## config.mk

```make
export PLATFORM = sky130hd
export DESIGN_NAME = wb_commit
export DESIGN_NICKNAME = d
export VERILOG_FILES = /design/src/rtl/b8_core_pkg.sv /design/src/rtl/wb_fifo.sv /design/src/rtl/wb_commit.sv
export SDC_FILE = /design/constraint.sdc
export NUM_CORES = 1
export LEC_CHECK = 0
export ABC_AREA = 0
export ABC_CLOCK_PERIOD_IN_PS = 6100
export CELL_PAD_IN_SITES_DETAIL_PLACEMENT = 0
export CELL_PAD_IN_SITES_GLOBAL_PLACEMENT = 1
export CORE_ASPECT_RATIO = 1.1
export CORE_MARGIN = 3
export CORE_UTILIZATION = 53
export CTS_CLUSTER_SIZE = 25
export DETAILED_ROUTE_END_ITERATION = 12
export GPL_ROUTABILITY_DRIVEN = 0
export GPL_TIMING_DRIVEN = 0
export HOLD_SLACK_MARGIN = 0.03
export PLACE_DENSITY = 0.95
export SKIP_CTS_REPAIR_TIMING = 1
export SYNTH_ARGS = -nofsm -noshare
export SYNTH_HDL_FRONTEND = slang
export SYNTH_HIERARCHICAL = 1
export SYNTH_SLANG_ARGS = --single-unit
```

## constraint.sdc

```tcl
create_clock -name clk -period 6.1 [get_ports clk]
set_input_delay 1.525 -clock clk [delete_from_list [all_inputs] [get_ports clk]]
set_output_delay 1.525 -clock clk [all_outputs]
set_load 0.005 [all_outputs]
```

## src/rtl/b8_core_pkg.sv

```systemverilog
// b8_core_pkg: shared core definitions.
//   XLEN        - integer datapath width
//   REG_ADDR_W  - register index width (32 architectural registers)
//   REG_NUM     - number of architectural registers
//   wb_state_t  - writeback commit FSM state: W0 awaits way0 of the current
//                 pair, W1 awaits way1 of the current pair.
package b8_core_pkg;

    localparam int XLEN       = 64;
    localparam int REG_ADDR_W = 5;
    localparam int REG_NUM    = 32;

    typedef enum logic {
        W0 = 1'b0,
        W1 = 1'b1
    } wb_state_t;

endpackage

```

## src/rtl/wb_fifo.sv

```systemverilog
// wb_fifo: synchronous FIFO holding packed writeback entries
// ({addr, we, data, pid} as assembled by the caller).
// Ports:
//   clk, reset_n  - clock, asynchronous active-low reset
//   flush         - synchronous clear; wins over push and pop in the same cycle
//   push/pushData - write an entry (ignored when full or flushing)
//   pop           - drop the head entry (ignored when empty or flushing)
//   head          - current oldest entry (meaningful only when !empty)
//   empty, full   - occupancy flags
// DEPTH must be a power of two >= 2; pointers carry one extra wrap bit so
// that equal indices can be told apart as empty (same wrap) or full
// (different wrap).
module wb_fifo #(
    parameter int DEPTH = 4,
    parameter int W     = 71
) (
    input  logic         clk,
    input  logic         reset_n,
    input  logic         flush,
    input  logic         push,
    input  logic [W-1:0] pushData,
    input  logic         pop,
    output logic [W-1:0] head,
    output logic         empty,
    output logic         full
);

    localparam int AW = $clog2(DEPTH);

    logic [W-1:0] mem [DEPTH];
    logic [AW:0]  wrPtr;
    logic [AW:0]  rdPtr;
    logic         doPush;
    logic         doPop;

    assign empty = (wrPtr == rdPtr);
    assign full  = (wrPtr[AW] != rdPtr[AW]) && (wrPtr[AW-1:0] == rdPtr[AW-1:0]);
    assign head  = mem[rdPtr[AW-1:0]];

    // Push is refused when full even if a pop happens the same cycle, so the
    // caller's ready (= !full) stays independent of the pop decision.
    assign doPush = push && !full && !flush;
    assign doPop  = pop && !empty && !flush;

    always_ff @(posedge clk or negedge reset_n) begin
        if (!reset_n) begin
            wrPtr <= '0;
            rdPtr <= '0;
        end else if (flush) begin
            wrPtr <= '0;
            rdPtr <= '0;
        end else begin
            if (doPush) wrPtr <= wrPtr + 1'b1;
            if (doPop)  rdPtr <= rdPtr + 1'b1;
        end
    end

    // Storage needs no reset: entries are only read while the pointers say
    // they are occupied.
    always_ff @(posedge clk) begin
        if (doPush) mem[wrPtr[AW-1:0]] <= pushData;
    end

endmodule

```

## src/rtl/wb_commit.sv

```systemverilog
// wb_commit: dual-way writeback/commit stage.
// Results from the two execution ways are buffered in per-way FIFOs and
// retired in program order (way0 then way1 of each pair; pairs matched by a
// 1-bit pair ID). Two registered write ports feed the 32x64 register file.
// Ports:
//   clk, reset_n            - clock, asynchronous active-low reset
//   flush_i                 - synchronous flush of all buffered results
//   wayN_valid_i/ready_o    - per-way result handshake
//   wayN_rdAddr_i/rdWriteEnable_i/rdData_i/pID_i - per-way result payload
//   wbN_writeEnable_o/rdAddr_o/rdData_o          - registered regfile writes
//   retire_cnt_o            - entries retired in the previous cycle (0..2)
//   pid_err_o               - sticky head pair-ID mismatch flag
//   dbgState_o              - current commit FSM state
//   retired_total_o         - running retire count (only with WB_PERF_CNT_EN)
// Handshake: a result is taken on a clock edge where wayN_valid_i && wayN_ready_o;
// ready depends only on FIFO fullness, never on valid, and a held-off
// producer keeps its payload stable until it is taken.
module wb_commit
    import b8_core_pkg::*;
#(
    parameter int DEPTH = 4,
    parameter int XLEN  = b8_core_pkg::XLEN
) (
    input  logic                  clk,
    input  logic                  reset_n,
    input  logic                  flush_i,
    input  logic                  way0_valid_i,
    output logic                  way0_ready_o,
    input  logic [REG_ADDR_W-1:0] way0_rdAddr_i,
    input  logic                  way0_rdWriteEnable_i,
    input  logic [XLEN-1:0]       way0_rdData_i,
    input  logic                  way0_pID_i,
    input  logic                  way1_valid_i,
    output logic                  way1_ready_o,
    input  logic [REG_ADDR_W-1:0] way1_rdAddr_i,
    input  logic                  way1_rdWriteEnable_i,
    input  logic [XLEN-1:0]       way1_rdData_i,
    input  logic                  way1_pID_i,
    output logic                  wb0_writeEnable_o,
    output logic [REG_ADDR_W-1:0] wb0_rdAddr_o,
    output logic [XLEN-1:0]       wb0_rdData_o,
    output logic                  wb1_writeEnable_o,
    output logic [REG_ADDR_W-1:0] wb1_rdAddr_o,
    output logic [XLEN-1:0]       wb1_rdData_o,
    output logic [1:0]            retire_cnt_o,
    output logic                  pid_err_o,
    output wb_state_t             dbgState_o
`ifdef WB_PERF_CNT_EN
    ,
    output logic [63:0]           retired_total_o
`endif
);

    // Entry layout: {addr, we, data, pid}
    localparam int EW = REG_ADDR_W + 1 + XLEN + 1;

    logic [EW-1:0] head0, head1;
    logic          empty0, empty1, full0, full1;

    logic [REG_ADDR_W-1:0] h0Addr, h1Addr;
    logic                  h0We, h1We, h0Pid, h1Pid;
    logic [XLEN-1:0]       h0Data, h1Data;
    logic                  h0Valid, h1Valid;

    wb_state_t state, nextState;
    logic      expPid, nextPid;
    logic      retire0, retire1, pidMismatch;
    logic      write0, write1, write0Final;

    wb_fifo #(.DEPTH(DEPTH), .W(EW)) u_fifo0 (
        .clk      (clk),
        .reset_n  (reset_n),
        .flush    (flush_i),
        .push     (way0_valid_i),
        .pushData ({way0_rdAddr_i, way0_rdWriteEnable_i, way0_rdData_i, way0_pID_i}),
        .pop      (retire0),
        .head     (head0),
        .empty    (empty0),
        .full     (full0)
    );

    wb_fifo #(.DEPTH(DEPTH), .W(EW)) u_fifo1 (
        .clk      (clk),
        .reset_n  (reset_n),
        .flush    (flush_i),
        .push     (way1_valid_i),
        .pushData ({way1_rdAddr_i, way1_rdWriteEnable_i, way1_rdData_i, way1_pID_i}),
        .pop      (retire1),
        .head     (head1),
        .empty    (empty1),
        .full     (full1)
    );

    assign way0_ready_o = !full0;
    assign way1_ready_o = !full1;

    assign {h0Addr, h0We, h0Data, h0Pid} = head0;
    assign {h1Addr, h1We, h1Data, h1Pid} = head1;
    assign h0Valid = !empty0;
    assign h1Valid = !empty1;

    // Retire decision. In W0 a way1 head must belong to the current pair,
    // so its ID is checked too; in W1 a way0 head may already belong to the
    // next pair and is therefore not checked.
    always_comb begin
        retire0     = 1'b0;
        retire1     = 1'b0;
        pidMismatch = 1'b0;
        nextState   = state;
        nextPid     = expPid;
        case (state)
            W0: begin
                if (h0Valid && h0Pid == expPid) begin
                    retire0 = 1'b1;
                    if (h1Valid && h1Pid == expPid) begin
                        retire1 = 1'b1;
                        nextPid = ~expPid;
                    end else begin
                        nextState = W1;
                    end
                end else if (h0Valid) begin
                    pidMismatch = 1'b1;
                end
                if (h1Valid && h1Pid != expPid) pidMismatch = 1'b1;
            end
            W1: begin
                if (h1Valid && h1Pid == expPid) begin
                    retire1   = 1'b1;
                    nextPid   = ~expPid;
                    nextState = W0;
                end else if (h1Valid) begin
                    pidMismatch = 1'b1;
                end
            end
            default: nextState = W0;
        endcase
    end

    // x0 writes are dropped; when both ways of a pair hit the same rd the
    // younger (way1) write is the only one kept.
    assign write0      = retire0 && h0We && (h0Addr != '0);
    assign write1      = retire1 && h1We && (h1Addr != '0);
    assign write0Final = write0 && !(write1 && (h1Addr == h0Addr));

    always_ff @(posedge clk or negedge reset_n) begin
        if (!reset_n) begin
            state             <= W0;
            expPid            <= 1'b0;
            pid_err_o         <= 1'b0;
            wb0_writeEnable_o <= 1'b0;
            wb0_rdAddr_o      <= '0;
            wb0_rdData_o      <= '0;
            wb1_writeEnable_o <= 1'b0;
            wb1_rdAddr_o      <= '0;
            wb1_rdData_o      <= '0;
            retire_cnt_o      <= 2'd0;
        end else if (flush_i) begin
            state             <= W0;
            expPid            <= 1'b0;
            pid_err_o         <= 1'b0;
            wb0_writeEnable_o <= 1'b0;
            wb0_rdAddr_o      <= '0;
            wb0_rdData_o      <= '0;
            wb1_writeEnable_o <= 1'b0;
            wb1_rdAddr_o      <= '0;
            wb1_rdData_o      <= '0;
            retire_cnt_o      <= 2'd0;
        end else begin
            state             <= nextState;
            expPid            <= nextPid;
            pid_err_o         <= pid_err_o | pidMismatch;
            wb0_writeEnable_o <= write0Final;
            wb0_rdAddr_o      <= retire0 ? h0Addr : '0;
            wb0_rdData_o      <= retire0 ? h0Data : '0;
            wb1_writeEnable_o <= write1;
            wb1_rdAddr_o      <= retire1 ? h1Addr : '0;
            wb1_rdData_o      <= retire1 ? h1Data : '0;
            retire_cnt_o      <= {retire0 & retire1, retire0 ^ retire1};
        end
    end

    assign dbgState_o = state;

`ifdef WB_PERF_CNT_EN
    // Lifetime retire counter; survives flushes, cleared only by reset.
    always_ff @(posedge clk or negedge reset_n) begin
        if (!reset_n) retired_total_o <= 64'd0;
        else          retired_total_o <= retired_total_o + {62'd0, retire_cnt_o};
    end
`endif

endmodule

```

==> results.sh <==
export IMPL_finalInstanceArea_um2=32900
export IMPL_ys_flop_type="edfxtp_1"
export IMPL_ys_ff_latch=725
export IMPL_reg2reg_slack_ns=2.22
export IMPL_syn_num_nets=1371
export IMPL_numCtsBuffers=71
export IMPL_route_detailed_drc=0
export IMPL_num_io_pins=293
export IMPL_layout_nets=1744
export IMPL_synth_cells=1213
export IMPL_cap_violations=0
export IMPL_coreArea_um2=49100
export IMPL_fmax_mhz=246
export IMPL_seqCellArea_um2=21000
export IMPL_die_x_um=219
export IMPL_critPathLaunchType="flop"
export IMPL_grtUsageTotal=0.216
export IMPL_wirelength_um=55800
export IMPL_grt_pass1_wl_um=84600
export IMPL_dp_cells=2165
export IMPL_synth_distinct_cells=46
export IMPL_hold_class="flop to flop"
export IMPL_avgViaCountPerCell=5.60
export IMPL_path_max_fanout=6
export IMPL_place_area_um2=30500
export IMPL_num_rows=85
export IMPL_cts_clk_slew_worst_paths_ns=0.07
export IMPL_finalCriticalPeriod_ns=4.07
export IMPL_drt_wirelength_per_cell_um=24.3
export IMPL_worstSetupEndpointType="output pin"
export IMPL_insertion_delay_ns=0.59
export IMPL_syn_avg_cell_area_um2=21.8
export IMPL_htree_levels=3
export IMPL_dr_pass1_iters=5
export IMPL_switchingPower_mw=2.86
export IMPL_yosysWarnings=6
export IMPL_instances_no_fill=2296
export IMPL_arrival_ns=2.54
export IMPL_initial_core_util=0.539
export IMPL_grt_overflow=0
export IMPL_synth_area_um2=26500
export IMPL_max_slew_margin=0.175
export IMPL_setup_viol=0
export IMPL_dp_hpwl_um=34300
export IMPL_clock_root_buffer="clkbuf_16"
export IMPL_p_leak_nw=11.4
export IMPL_synthArstFlopShare=0.217
export IMPL_grt_pass1_vias=13800
export IMPL_grt_max_degree=94
export IMPL_die_area_um2=52700
export IMPL_ys_seq_area_frac=0.792
export IMPL_multiInputGateArea_um2=5180
export IMPL_die_h_um=240
export IMPL_post_route_period_util=0.667
export IMPL_clk_path_buf_depth=3
export IMPL_synth_enable_flop_cells=568
export IMPL_status="finished clean"
export IMPL_cp_required_ns=4.58
export IMPL_port_buffers=291
export IMPL_p_int_mw=9.43
export IMPL_worst_slew_pin_transition_ns=1.23
export IMPL_hold_violations=0
export IMPL_area_growth_pct=24.1
export IMPL_place_ws_ns=1.59
export IMPL_critPathKind="flop to output pin"
export IMPL_clockPowerShare=0.359
export IMPL_ant_nets=0
export IMPL_maxSlewViolCount=0
export IMPL_power_frac_comb=0.171
export IMPL_first_iter_violations=1001
export IMPL_clock_skew_ns=0.0194
export IMPL_seqPwrFrac=0.470
export IMPL_cts_tree="done"
export IMPL_final_core_util=0.669
export IMPL_rsz0062_at_grt="false"
export IMPL_tns_ns=0
export IMPL_setup_slack_ns=2.03
export IMPL_fillers=3093
export IMPL_antenna_found_initial=10
export IMPL_cts_sinks=725
export IMPL_vdd_ir_drop_max_mv=0.263
export IMPL_layout_drive_gt1_share=0.195
export IMPL_swShare=0.233
export IMPL_pwr_density_cell_nw_per_um2=374
export IMPL_vias=12900
==> cell type report <==
class / instances / area share
Multi-Input combinational cell: 422 / 0.158
Antenna cell: 1 / 0.0000761
Clock buffer: 103 / 0.0614
Tap cell: 652 / 0.0248
Sequential cell: 725 / 0.638
Inverter: 12 / 0.00137
Clock inverter: 27 / 0.0111
Timing Repair Buffer: 300 / 0.0962
Buffer: 54 / 0.00932
==> sequential cells by signal, summed over array words and instances, names as in the netlist <==
signal and count:
dbgState_o 1, u_fifo0/mem 284, wb1_rdData_o 64, wb0_rdAddr_o 5, u_fifo0/rdPtr 3, u_fifo1/rdPtr 3, wb0_rdData_o 64, retire_cnt_o 2
expPid 1, u_fifo1/wrPtr 3, wb0_writeEnable_o 1, wb1_writeEnable_o 1, pid_err_o 1, u_fifo0/wrPtr 3, u_fifo1/mem 284, wb1_rdAddr_o 5
==> cell usage in the layout (no fill, tap or decap), types with 9 or more instances in the layout <==
cell type | synthesis | layout
edfxtp_1 | 568 | 568
clkdlybuf4s50_1 | 0 | 290
dfrtp_1 | 157 | 157
mux4_2 | 142 | 142
and2_1 | 127 | 123
clkbuf_16 | 0 | 74
clkbuf_1 | 20 | 43
and2_2 | 16 | 16
buf_2 | 13 | 13
inv_1 | 12 | 12
ha_1 | 11 | 11
nand3_1 | 10 | 10
buf_4 | 10 | 10
xnor2_1 | 9 | 9
nor2b_1 | 9 | 9
nor2_1 | 9 | 9
clkinv_2 | 0 | 9
buf_16 | 0 | 9
==> stage by stage <==
step / total power, mW / hold WS, ns
finish: 12.3 / 0.521
global route: 12.8 / 0.564
CTS: 12.4 / 0.529
detailed placement: 7.99 / 0.514
global placement: 7.92 / 0.501
floorplan: 7.15 / 0.491
==> synthesized netlist by cell type, types with 5 or more instances <==
library cell	count	share of area
and2_1	127	0.030
clkbuf_2	5	0.00094
clkbuf_1	20	0.0028
o211ai_1	5	0.0014
ha_1	11	0.0052
nor2_1	9	0.0013
buf_2	13	0.0025
inv_1	12	0.0017
xor2_1	6	0.0020
xnor2_1	9	0.0030
nor2b_1	9	0.0021
nand3_1	10	0.0019
dfrtp_1	157	0.15
nor4_1	5	0.0012
a21oi_1	7	0.0013
nand4_1	8	0.0019
edfxtp_1	568	0.64
mux4_2	142	0.12
buf_4	10	0.0028
o21ai_0	6	0.0011
nor3b_1	5	0.0014
and2_2	16	0.0045
==> worst paths after layout <==
kind	startpoint	endpoint	depth (start not counted)
worst max-delay path	u_fifo0/rdPtr[1]$_DFFE_PN0P_	way0_ready_o	6
max in group asynchronous	reset_n	wb0_rdData_o[53]$_DFF_PN0_	2
worst max register to register	u_fifo0/rdPtr[0]$_DFFE_PN0P_	wb0_writeEnable_o$_DFF_PN0_	8
min in group asynchronous	reset_n	wb1_rdData_o[20]$_DFF_PN0_	1
worst min-delay path	pid_err_o$_DFF_PN0_	pid_err_o$_DFF_PN0_	2
worst min register to register	pid_err_o$_DFF_PN0_	pid_err_o$_DFF_PN0_	2
==> layer usage <==
layer	global-route usage	vias to the layer above	part of all wire
met3	0.0664	85	0.089
met5	0	-	0.0021
met1	0.279	6717	0.38
met4	0.0540	18	0.016
li1	-	5557	-
met2	0.363	489	0.51
==> power by group through the flow <==
stage / Combinational (mW) / Clock (mW) / Sequential (mW)
after global placement: 2.04 / 0 / 5.88
after CTS: 2.15 / 4.51 / 5.78
final: 2.10 / 4.41 / 5.77
after floorplan: 1.29 / 0 / 5.86
after global routing: 2.27 / 4.70 / 5.80
after detailed placement: 2.12 / 0 / 5.87
==> worst max-delay path, stage by stage, from the launching register on <==
cell and delay, ns:
dfrtp_1 0.38, buf_2 0.19, xnor2_1 0.47, nand3_1 0.29, inv_1 0.13, inv_1 0.05, clkdlybuf4s50_1 0.45
==> kinds of logic (layout without fill, tap and decap cells) <==
| family | Yosys count | after routing | share of synthesized area |
|---|---|---|---|
| DFF | 725 | 725 | 0.792 |
| and+or+nand+nor | 213 | 213 | 0.0511 |
| muxes | 143 | 143 | 0.121 |
| buffers and inverters | 66 | 496 | 0.0133 |
| AOI/OAI and AO/OA | 36 | 36 | 0.00973 |
| xor gates and xnor gates | 19 | 19 | 0.00742 |
| adders and majority gates | 11 | 11 | 0.00519 |
| other | 0 | 1 | 0 |
Power figures use the tool's default switching activity.
==> variant 1 (same flow settings) <==
`DEPTH` is set to 4 in 2 places; all go to 2.
--- a/src/rtl/wb_fifo.sv
+++ b/src/rtl/wb_fifo.sv
@@ -12,5 +12,5 @@
 // (different wrap).
 module wb_fifo #(
-    parameter int DEPTH = 4,
+    parameter int DEPTH = 2,
     parameter int W     = 71
 ) (
--- a/src/rtl/wb_commit.sv
+++ b/src/rtl/wb_commit.sv
@@ -19,5 +19,5 @@
     import b8_core_pkg::*;
 #(
-    parameter int DEPTH = 4,
+    parameter int DEPTH = 2,
     parameter int XLEN  = b8_core_pkg::XLEN
 ) (
Behaviour: not the same (Yosys sat finds a counterexample within 4 cycles, from zero or initial values and one cycle with reset_n low).
==> variant 1 against the unedited design <==
Critical path depth unchanged; wire length down 40%; total power down 48%; setup slack better by 0.0045 ns; core utilization up 5.0 points; clock power down 41%; via count down 35%; area after synthesis down 41%; cell area down 37%; die area down 40%; fmax up 0.11%; non-clock buffer count down 10; sequential cell count down 288; first-iteration DRC count down 64%; critical endpoint is now wb0_writeEnable_o.
==> variant 1: results (changes against the unedited design) <==
[run_status]
status = complete, no violations

[setup_path]
r2r_slack_ns = 2.80  ; +0.58 ns
crit_type = in -> reg
crit_start = flush_i
max_stage_delay_ns = 1.06  ; +0.59 ns
reg2regPathDepth = 8  ; unchanged
crit_fanout = 13  ; +7
crit_family = buffers and inverters
crit_path_top_delay_cell = nor4_2
rr_startpoint = u_fifo0/rdPtr[0]
cp_data_arrival_time_ns = 4.50  ; +1.96 ns

[global_route]
antenna_found_initial = 4  ; -6
grt_max_degree = 90  ; -4.3%
use_met1 = 0.2610  ; -0.01793
grt_pass1_vias = 8988  ; -35%
met3_usage = 0.07119  ; +0.004832
grt_usage = 0.2121  ; -0.003838
grt_use_met2 = 0.3589  ; -0.004062
grt_pass1_wl_mm = 51.43  ; -39%

[cells_and_area]
drive_above_1_share = 0.2026  ; +0.007838
antenna_cells = 0  ; -1
layout.nets = 1343  ; -23%
num-fill-cells = 1753  ; -43%

[synthesis]
synth_fa_ha_area_frac = 0.0007976  ; -0.004397
yosysWarnings = 6  ; unchanged
async_flop_share = 0.3501  ; +0.1336
synth-xor-area-share = 0.007736  ; +0.0003217
yosys-top-cells-area = edfxtp_1 (54%), dfrtp_1 (24%), mux2_2 (8.0%)
synthTopCellsByCount = edfxtp_1 (284), dfrtp_1 (153), and2_1 (122)
ys_seq_area_frac = 0.7877  ; -0.004418
synth_edf_count = 284  ; -50%
synth_compound_area_frac = 0.009172  ; -0.0005568
synth_cell_type_count = 45  ; -2.2%
syn-num-nets = 989  ; -28%
avgSynthCellArea_um2 = 18.65  ; -15%
synth_mux_area_frac = 0.1046  ; -0.01658

[sta]
skew_ns = 0.01617  ; -0.003201 ns
fin_crit_sh = 0.6661  ; -0.0007393
worst_slew_pin_slew_ns = 1.263  ; +0.03639 ns

[route]
firstDrtPassIters = 6  ; +1
wl_met1_mm = 12.74  ; -40%
wl_met2_mm = 16.81  ; -41%
initialDrtViolationCount = 363  ; -64%
highest_layer = met5
vias_per_cell = 5.201  ; -7.2%
wl_met3_mm = 3.186  ; -36%
vias = 8306  ; -35%
drt-total-wl_mm = 33.65  ; -40%

[power]
vdd_drop_max_mv = 0.2604  ; -0.82%
p_int_mw = 5.109  ; -46%
leakagePower_nw = 7.956  ; -30%

[placed_design]
dp_slack_ns = 1.490  ; -0.1047 ns
dp.cells = 1518  ; -30%
io_buffers = 292  ; +0.34%
place_hpwl_mm = 23.09  ; -33%

[cts]
cts_htree_levels = 2  ; -1
insertion_delay_ns = 0.53  ; -0.06 ns
cts.root.buffer_cell = clkbuf_16
cts_made_buffers = 43  ; -39%
cts.clk_slew.worst_paths_ns = 0.06

variant 1: cell count changes after synthesis, sizes merged, moves of 6 or more:
cell,change
clkbuf,-11
nor2,+7
buf,-8
mux4,-142
mux2,+142
inv,-9
nand4,-8
ha,-10
edfxtp,-284
nor2b,-6
variant 1: layout make-up:
type | count | area (um^2) | share of cell area
inverters | 3 | 11.26 | 0.0005408
multi-input cells | 366 | 3131 | 0.1503
well taps | 368 | 460.4 | 0.02211
plain buffers | 35 | 227.7 | 0.01094
clock buffers | 62 | 1280 | 0.06147
repair buffers | 309 | 3212 | 0.1542
clock inverters | 17 | 143.9 | 0.006910
flip-flops and latches | 437 | 12360 | 0.5934
variant 1: per-stage QoR:
step	area, um^2	hold WS (ns)
floorplan	15690	0.4911
global placement	19080	0.4936
detailed placement	19400	0.5164
CTS	20820	0.5274
global route	20820	0.5417
finish	20820	0.5218
variant 1: cell families (layout without fill, tap and decap cells):
family / count (synthesis) / after routing
DFF: 437 / 437
and+or+nand+nor: 188 / 188
muxes: 146 / 146
buffers and inverters: 38 / 426
AOI/OAI and AO/OA: 18 / 18
xor gates and xnor gates: 13 / 13
adders and majority gates: 1 / 1
variant 1: power by group through the flow:
stage	sequential, mW	combinational [mW]	clock, mW
2_1_floorplan	3.39	0.195	0
3_3_place_gp	3.40	0.461	0
3_5_place_dp	3.38	0.503	0
4_1_cts	3.33	0.507	2.66
5_1_grt	3.33	0.542	2.78
6_report	3.33	0.497	2.60
variant 1: tightest hold or removal path, stage by stage, from the launching register on:
cell and delay, ns:
dfrtp_1 0.35, a211oi_1 0.05, nor2_1 0.08
==> variant 2 (same settings) <==
Made on the original files. Put one more register stage on the output `dbgState_o`. The value now appears one clock later. The other outputs are not delayed to match.
--- a/src/rtl/wb_commit.sv
+++ b/src/rtl/wb_commit.sv
@@ -180,5 +180,7 @@
     end
 
-    assign dbgState_o = state;
+    always_ff @(posedge clk) begin
+        dbgState_o <= state;
+    end
 
 `ifdef WB_PERF_CNT_EN
Formal check against the unedited RTL: not equivalent (a bounded check fails within 4 cycles, from zero or initial values and one cycle with reset_n low).
==> variant 2 against the unedited design <==
Wire length shrank 0.40%; total power shrank 0.50%; clock power shrank 1%; fmax grew 2.6%; sequential cell count grew 1; area after synthesis is essentially flat; highest routed layer unchanged; cell area is essentially flat; setup slack gained 0.10 ns; non-clock buffer count is the same.
==> variant 2: results (changes against the unedited design) <==
[cts]
cts_htree_levels = 3  ; unchanged
insertion_delay_ns = 0.59  ; about the same
cts.clk_slew.worst_paths_ns = 0.06
clk_path_buf_depth = 3  ; unchanged
cts.root.buffer_cell = clkbuf_16
cts_made_buffers = 71  ; unchanged

[global_route]
grt_max_degree = 96  ; +2.1%
antenna_found_initial = 11  ; +1
grt_pass1_vias = 13800  ; -0.29%
grt_usage = 0.2160  ; about the same
grt_pass1_wl_mm = 84.56  ; -0.11%
gr-total-overflow = 0  ; unchanged

[placed_design]
io_buffers = 291  ; unchanged
dp_slack_ns = 1.484  ; -0.1101 ns
place_hpwl_mm = 34.06  ; -0.78%
dpl_cell_area_um2 = 30520  ; about the same

[route]
vias = 12850  ; -0.13%
initialDrtViolationCount = 1015  ; +1.4%
wl_met2_mm = 28.17  ; -1.1%
firstDrtPassIters = 5  ; unchanged
highest_layer = met5
wl_met3_mm = 5.140  ; +3.3%
post_drt_wl_per_cell_um = 24.16  ; -0.66%
wl_met1_mm = 21.01  ; -1.6%

[synthesis]
synth_cell_type_count = 47  ; +2.2%
syn-num-nets = 1372  ; +0.073%
synth_edf_count = 568  ; unchanged
yosys-top-cells-area = edfxtp_1 (64%), dfrtp_1 (15%), mux4_2 (12%)
async_flop_share = 0.2163  ; -0.0002983
ys_seq_area_frac = 0.7923  ; about the same
synthTopCellsByCount = edfxtp_1 (568), dfrtp_1 (157), mux4_2 (142)
yosysWarnings = 6  ; unchanged
ys.flop_type = edfxtp_1

[setup_path]
crit_fanout = 6  ; unchanged
cp_data_arrival_time_ns = 2.44  ; -0.10 ns

[sta]
skew_ns = 0.02050  ; +0.001129 ns
worst_slew_pin_slew_ns = 1.163  ; -0.06420 ns

[cells_and_area]
num-fill-cells = 3023  ; -2.3%
layout.nets = 1745  ; +0.057%
drive_above_1_share = 0.1922  ; -0.002552

[power]
leakagePower_nw = 11.42  ; -0.18%
vdd_drop_max_mv = 0.2877  ; +9.6%

[hold_path]
min_path_type = reg -> reg

[run_status]
status = complete, no violations

==> variant 2: changes by cell type after synthesis <==
cell and change:
dfxtp_1 +1
==> variant 2: per-stage QoR <==
step,total power [mW],TNS (ns),cells,hold WS (ns),utilization
global placement,7.930,-608.79,2157,0.4848,0.6142
floorplan,7.162,0,1214,0.4447,-
finish,12.22,0,2302,0.5059,0.6677
CTS,12.36,0,2296,0.5026,0.6672
detailed placement,7.990,0,2166,0.4943,0.6198
global route,12.72,0,2298,0.5583,0.6675
==> variant 2: cell families (layout without fill, tap and decap cells) <==
| kind of cell | count (synthesis) | in the layout | synth area share |
|---|---|---|---|
| flops | 726 | 726 | 0.7923 |
| simple gates | 213 | 213 | 0.05111 |
| mux | 143 | 143 | 0.1210 |
| buf+inv | 66 | 496 | 0.01326 |
| compound gates | 36 | 36 | 0.009722 |
| xor+xnor | 19 | 19 | 0.007410 |
| fa+ha+maj | 11 | 11 | 0.005191 |
| other cells | 0 | 6 | 0 |
==> variant 2: metal layers <==
| layer | vias up | track usage |
|---|---|---|
| met5 | - | 0.009910 |
| met4 | 10 | 0.06462 |
| met3 | 104 | 0.06598 |
| met2 | 519 | 0.3590 |
| met1 | 6647 | 0.2785 |
| li1 | 5569 | - |
==> variant 2: worst max-delay path: stages (launching register included) <==
cell,delay [ns]
dfrtp_1,0.38
buf_2,0.18
xnor2_1,0.45
nand3_1,0.26
inv_1,0.10
inv_1,0.04
clkdlybuf4s50_1,0.44
==> variant 2: power by group <==
part	switching, mW	leakage [nW]	internal, mW
sequential	0.121	7.34	5.67
combinational	0.968	2.96	1.12
clock	1.77	1.13	2.59
==> variant 2: worst paths after layout <==
kind                                   from          endpoint  slack, ns  cells past startpoint
min reg2reg                       pid_err_o         pid_err_o       0.51                      2
max reg2reg                u_fifo0/rdPtr[0]  u_fifo1/rdPtr[0]       2.33                      8
max in group asynchronous           reset_n  wb0_rdData_o[52]       4.30                      2
min in group asynchronous           reset_n  wb1_rdData_o[19]       0.87                      1
min                               pid_err_o         pid_err_o       0.51                      2
max                        u_fifo0/rdPtr[1]      way0_ready_o       2.14                      6
==> variant 2: final cells by class <==
cell class              instances  area [um^2]  area share
plain buffers                  54        306.5    0.009324
multi-input cells             422         5190      0.1579
diodes                          6        15.01   0.0004567
well taps                     652        815.8     0.02481
flip-flops and latches        726        21010      0.6389
clock buffers                 104         2002     0.06089
clock inverters                26        332.8     0.01012
repair buffers                300         3166     0.09628
inverters                      12        45.04    0.001370
